`config.mk`:
```
export PLATFORM = sky130hd
export DESIGN_NAME = seq_shifter
export DESIGN_NICKNAME = d
export VERILOG_FILES = /design/src/rtl/srm_pkg.sv /design/src/rtl/shifter.sv /design/src/rtl/seq_shifter.sv
export SDC_FILE = /design/constraint.sdc
export NUM_CORES = 1
export LEC_CHECK = 0
export ABC_AREA = 1
export ABC_CLOCK_PERIOD_IN_PS = 1540
export CORE_AREA = 2 2 60 62
export CTS_BUF_LIST = sky130_fd_sc_hd__clkbuf_8
export DETAILED_ROUTE_END_ITERATION = 10
export DIE_AREA = 0 0 62 64
export GPL_TIMING_DRIVEN = 1
export PLACE_DENSITY_LB_ADDON = 0.08
export RECOVER_POWER = 25
export SYNTH_ARGS = -nofsm -noshare
export SYNTH_HDL_FRONTEND = slang
export SYNTH_HIERARCHICAL = 1
export SYNTH_SLANG_ARGS = --single-unit
```
`constraint.sdc`:
```
create_clock -name clk -period 1.54 [get_ports clk]
set_input_delay 0.154 -clock clk [delete_from_list [all_inputs] [get_ports clk]]
set_output_delay 0.154 -clock clk [all_outputs]
set_load 0.01 [all_outputs]
```
`src/rtl/srm_pkg.sv`:
```
// Shared encodings for the Simple RISC Machine datapath: shifter ops and the
// sequential-shifter state machine.
package srm_pkg;
  localparam logic [1:0] SH_NONE = 2'b00;
  localparam logic [1:0] SH_LSL  = 2'b01;
  localparam logic [1:0] SH_LSR  = 2'b10;
  localparam logic [1:0] SH_ASR  = 2'b11;

  typedef enum logic [1:0] {
    SEQ_IDLE  = 2'd0,
    SEQ_SHIFT = 2'd1,
    SEQ_DONE  = 2'd2
  } seq_state_e;
endpackage

```
`src/rtl/shifter.sv`:
```
// Single-step combinational shifter: pass, LSL-1, LSR-1 or ASR-1.
module shifter
  import srm_pkg::*;
#(
  parameter int W = 16
) (
  input  logic [W-1:0] in,
  input  logic [1:0]   shift,
  output logic [W-1:0] sout
);
  always_comb begin
    sout = in;
    case (shift)
      SH_LSL:  sout = {in[W-2:0], 1'b0};
      SH_LSR:  sout = {1'b0, in[W-1:1]};
      SH_ASR:  sout = {in[W-1], in[W-1:1]};
      default: sout = in;
    endcase
  end
endmodule

```
`src/rtl/seq_shifter.sv`:
```
// Multi-cycle shifter: applies the single-step shifter once per clock for
// 0..2^AW-1 steps behind a start/busy/done handshake.
module seq_shifter
  import srm_pkg::*;
#(
  parameter int W  = 16,
  parameter int AW = 4
) (
  input  logic          clk,
  input  logic          reset,
  input  logic          start,
  input  logic [W-1:0]  in,
  input  logic [1:0]    shift,
  input  logic [AW-1:0] amount,
  output logic [W-1:0]  sout,
  output logic          busy,
  output logic          done
);
  seq_state_e    state_q, state_d;
  logic [W-1:0]  sout_q, sout_d;
  logic [AW-1:0] cnt_q, cnt_d;
  logic [1:0]    op_q, op_d;
  logic          busy_q, busy_d;
  logic          done_q, done_d;
  logic [W-1:0]  step;

  shifter #(.W(W)) u_step (
    .in   (sout_q),
    .shift(op_q),
    .sout (step)
  );

  always_comb begin
    state_d = state_q;
    sout_d  = sout_q;
    cnt_d   = cnt_q;
    op_d    = op_q;
    case (state_q)
      SEQ_IDLE: begin
        if (start) begin
          sout_d  = in;
          op_d    = shift;
          cnt_d   = amount;
          state_d = (amount == '0 || shift == SH_NONE) ? SEQ_DONE : SEQ_SHIFT;
        end
      end
      SEQ_SHIFT: begin
        sout_d = step;
        cnt_d  = cnt_q - AW'(1);
        if (cnt_q == AW'(1)) state_d = SEQ_DONE;
      end
      SEQ_DONE: state_d = SEQ_IDLE;
      default:  state_d = SEQ_IDLE;
    endcase
    // Outputs are registered from the next state so they stay pure state decodes.
    busy_d = (state_d != SEQ_IDLE);
    done_d = (state_d == SEQ_DONE);
  end

  always_ff @(posedge clk) begin
    if (reset) begin
      state_q <= SEQ_IDLE;
      sout_q  <= '0;
      cnt_q   <= '0;
      op_q    <= SH_NONE;
      busy_q  <= 1'b0;
      done_q  <= 1'b0;
    end else begin
      state_q <= state_d;
      sout_q  <= sout_d;
      cnt_q   <= cnt_d;
      op_q    <= op_d;
      busy_q  <= busy_d;
      done_q  <= done_d;
    end
  end

  assign sout = sout_q;
  assign busy = busy_q;
  assign done = done_q;
endmodule

```
* Word level (Yosys, flattened, before mapping)
Index checks and enable logic that the tools add are counted.
W data, S select, Z words.
** Word-level totals
- Flip-flop bits (word level) :: 26
** Cells by class
- Add/subtract/negate cells :: 1
- Equal/unequal tests :: 10
- Multiplexer cells :: 9
- Reductions and logical operators :: 10
** Operators by type and width (number)
- $pmux W16 S3 :: 1
- $pmux W16 S2 :: 1
- $mux W16 :: 1
- $pmux W4 S2 :: 1
- $eq A2 B2 Y1 const B :: 3
- $mux W2 :: 3
- $eq A2 B1 Y1 const B :: 2
- $eq A4 B1 Y1 const B :: 1
- $logic_not A2 Y1 :: 2
- $logic_not A4 Y1 :: 1
- $mux W4 :: 1
- $ne A2 B2 Y1 const B :: 2
- $ne A4 B1 Y1 const B :: 1
- $pmux W2 S2 :: 1
- $reduce_and A2 Y1 :: 2
- $reduce_and A4 Y1 :: 1
- $reduce_bool A2 Y1 :: 2
- $sub A4 B1 Y4 const B :: 1
- $ne A3 B1 Y1 const B :: 1
- $reduce_and A3 Y1 :: 1
- $logic_or A1 B1 Y1 :: 1

* Depth between registers and ports, before layout
- Depth in word-level cells :: 6
- Depth in mapped cells :: 7
- Depth with buffers taken out :: 6

* Modules after synthesis
Netlist, hierarchy kept.
** Modules (own cells, without submodules)
- seq_shifter :: instances 1, cells an instance 173, area an instance 1247.4 um2, seq. area each 520.5 um2
- shifter :: instances 1, cells an instance 71, area an instance 362.8 um2, seq. area each 0.0 um2

* Worst setup path before layout
Ideal clock, no wire load.
- Path type :: reg-to-reg
- Start :: reg op_q[1]
- End :: reg sout_q[11], in the netlist sout[11]
- Library setup time :: 0.134 ns
- Data arrival time :: 0.973 ns
- Data required time :: 1.406 ns
- Path slack :: 0.434 ns
- Cell stages (with the launch flop) :: 8
- Buffers on the path :: 2
- Path through :: dfxtp_1 buf_6 inv_4 buf_6 nand3_1 nand3_1 o21ai_0 a21oi_1
** Between the ends
- Word-level cells in the longest chain between the ends :: 3
** RTL lines
- start: declaration :: RTL line seq_shifter.sv:22 : logic [1:0] op_q, op_d;
- start signal: assignment :: RTL line seq_shifter.sv:72 : op_q <= op_d;
- $eq A2 B2 Y1 / $eq A2 B1 Y1 (equally long branches) :: RTL line shifter.sv:13 : case (shift)
- $pmux W16 S3 (*) :: RTL line shifter.sv:13
- net step[11] :: RTL line seq_shifter.sv:25 : logic [W-1:0] step;
- $pmux W16 S2 (*) :: RTL line seq_shifter.sv:38 : case (state_q)
- end signal: assignment :: RTL line seq_shifter.sv:70 : sout_q <= sout_d;
- end: declaration :: RTL line seq_shifter.sv:20 : logic [W-1:0] sout_q, sout_d;
The timed path passes the listed nets; every way through them passes the cells marked *.
A chain may end at the register's enable or synchronous reset.

* Worst setup path after layout
- Start :: reg sout_q[13], in the netlist sout[13]
- End :: out sout[13]
** RTL lines
- end: declaration :: RTL line seq_shifter.sv:15 : output logic [W-1:0] sout,
No word-level cell between the ends.

==> summary.txt <==
Outcome
  – Outcome: completed

Clocking
  – Number of H-tree levels: 1
  – Clk slew on worst S/H paths: 0.09 ns
  – TritonCTS clock tree: built
  – Clk_lat worst skew: 0.28 ns
  – CTS Hold Bufs: 0
  – Clock buffer depth: 2
  – CTS Sinks: 26
  – Root Buffer: clkbuf_8
  – Buffer count from post-CTS setup fixing: 0
  – Post-cts sizing count: 0
  – TritonCTS buffer count: 3

Routing
  – DRT Pass-1 Iters: 4
  – Via count: 1,701
  – Drt wl/cell: 11.89 um
  – Avg Vias per Cell: 5.202
  – Residual DRC: 0
  – ANT nets after route: 0
  – Iter 0 DRT Violations: 115
  – WL final: 3.887 mm

Setup path
  – Crit-path max cell delay: 0.57 ns
  – CP max FO: 5
  – Critical path, cell by cell: clkdlybuf4s50_1
  – Crit start category: flop
  – Worst Path Buf+Inv: 1
  – Dominant delay contributor by cell family on the critical path: buffers and inverters
  – Arrival @ worst endpoint: 1.27 ns
  – Critical-path top delay cell: clkdlybuf4s50_1
  – CP endpoint kind: output port
  – CP Class: flop to output port
  – Req. time, crit path: 1.39 ns

Timing
  – Setup Viol. Count Final: 0
  – RSZ-0062 raised after global routing: no
  – Max Fclk: 702.2 MHz
  – Slew Limit Fails: 0
  – Min Tclk post-route: 1.424 ns
  – Fin. Hold Viols: 0
  – Tightest Pin Transition: 0.4697 ns
  – Clock skew: 0.002117 ns
  – Final period util: 0.9247
  – Slew HR: 0.6865
  – Setup TNS: 0 ns

Pwr
  – VDD IR-drop max: 0.6720 mV
  – PD cells: 926.7 nW/um^2
  – P_leak: 0.8711 nW

Synthesis
  – Synth Flop Type: dfxtp_1
  – Syn_area_per_cell: 6.600 um^2
  – Synth Warn #: 6
  – Distinct cell type count of the synthesized netlist: 25
  – Seq/Total Area, Yosys: 0.3232
  – Synthesized area: 1610 um^2
  – Dominant cells by area after synthesis: dfxtp_1, nand2_1, nand3_1
  – Synth Register Bits: 26
  – Post-synth EDFFs: 0
  – Syn nets: 271
  – Post-synth ARST share: 0
  – Commonest cells post-synth: nand2_1, nand3_1, dfxtp_1
  – Biggest area consumer among synthesized cells: dfxtp_1
  – Most common cell in the netlist: nand2_1
  – Synth Instances: 244
  – Yosys top cell area share: 0.3232

Placement
  – HPWL after detailed placement: 2.624 mm
  – Placer Congestion: 0.7895
  – Number of I/O port buffers: 42
  – Placed Cells incl. Taps: 323

Finish
  – # fillers: 332
  – Antenna diode count: 0
  – Area growth syn-to-layout: 27.12%
  – Layout cell share with drive strength beyond 1: 0.06406
  – Non-filler instance count after layout: 327
  – Nets@finish: 309

Floorplanning
  – Core ar.: 3284 um^2
  – Starting density of the core: 0.4903
  – Die X-Extent: 62 um
  – Height of the chip: 64 um
  – Die area: 3968 um^2
  – I/O pin count: 43
  – Row Count: 21

Global routing
  – Pin count of the biggest net entering global routing: 38
  – Initial antenna violation count: 0
  – Vias in the first global route: 1,477
  – Global-route wire length before repair: 6.458 mm
  – Tot GR Track Use: 0.2086
  – Gr ovfl total: 0

Hold path
  – Hold crit path type: input port to flop

Run
  – Max Cap Violations: 0
==> cell families (layout without fill, tap and decap cells) <==
| kind of cell | after synthesis | count (layout) | share of synthesized area |
|---|---|---|---|
| adders and majority gates | 2 | 2 | 0.01554 |
| DFF | 26 | 26 | 0.3232 |
| AOI/OAI and AO/OA | 57 | 57 | 0.1818 |
| buffers and inverters | 38 | 75 | 0.1391 |
| and+or+nand+nor | 121 | 121 | 0.3403 |
==> cell type report <==
class / instances / area [um^2] / area share
multi-input combinational: 180 / 858.3 / 0.4193
sequential: 26 / 520.5 / 0.2543
timing repair buffer: 47 / 457.9 / 0.2237
inverter: 24 / 97.59 / 0.04768
tap: 46 / 57.56 / 0.02812
clock buffer: 4 / 55.05 / 0.02689
==> sequential cells by signal, summed over array words and instances, names as in the netlist <==
signal / flops
busy: 1
cnt_q: 4
done: 1
op_q: 2
sout: 16
state_q: 2
==> where the power goes <==
part | leakage, nW | internal, W | total (W) | switching [W]
clock | 0.0288 | 0.000229 | 0.000462 | 0.000233
sequential | 0.215 | 0.000747 | 0.000839 | 0.0000923
combinational | 0.627 | 0.000285 | 0.000595 | 0.000310
==> worst paths after layout <==
| path | from | to | slack (ns) | cells past startpoint |
|---|---|---|---|---|
| max | sout[13]$_SDFFE_PP0P_ | sout[13] | 0.12 | 1 |
| min | reset | sout[8]$_SDFFE_PP0P_ | 0.47 | 2 |
| max reg2reg | state_q[1]$_SDFF_PP0_ | state_q[0]$_SDFF_PP0_ | 0.20 | 5 |
| min reg2reg | cnt_q[0]$_SDFFE_PP0P_ | cnt_q[0]$_SDFFE_PP0P_ | 0.50 | 2 |
==> metal layers <==
metal,vias to the layer above,GRT usage,share of wire
li1,876,-,-
met1,764,0.2748,0.45
met2,57,0.3424,0.49
met3,4,0.02429,0.058
met4,0,0.07181,0.0093
met5,-,0,0
==> per-stage QoR <==
step | hold WS (ns) | instance area, um^2 | total power (W) | util | worst slack, ns
3_5_place_dp | 0.4849 | 1999 | 0.001455 | 0.6088 | 0.1126
6_report | 0.4696 | 2047 | 0.001897 | 0.6232 | 0.1160
2_1_floorplan | 0.3014 | 1610 | 0.001246 | - | 0.4337
3_3_place_gp | 0.4775 | 1999 | 0.001446 | 0.6088 | 0.1565
5_1_grt | 0.4969 | 2047 | 0.002015 | 0.6232 | 0.03632
4_1_cts | 0.4643 | 2054 | 0.001913 | 0.6255 | 0.1071
==> layout by cell type (no fill, tap or decap), drive strengths merged <==
| cell type | instances |
|---|---|
| nand3 | 37 |
| o21ai | 34 |
| nand3b | 1 |
| nor2 | 19 |
| buf | 5 |
| a22oi | 1 |
| ha | 2 |
| clkdlybuf4s50 | 39 |
| dlygate4sd3 | 3 |
| inv | 24 |
| dfxtp | 26 |
| or2 | 1 |
| a31oi | 1 |
| nand2 | 63 |
| clkbuf | 4 |
| a21oi | 21 |
Note: power is estimated with default switching activity, not from simulation.
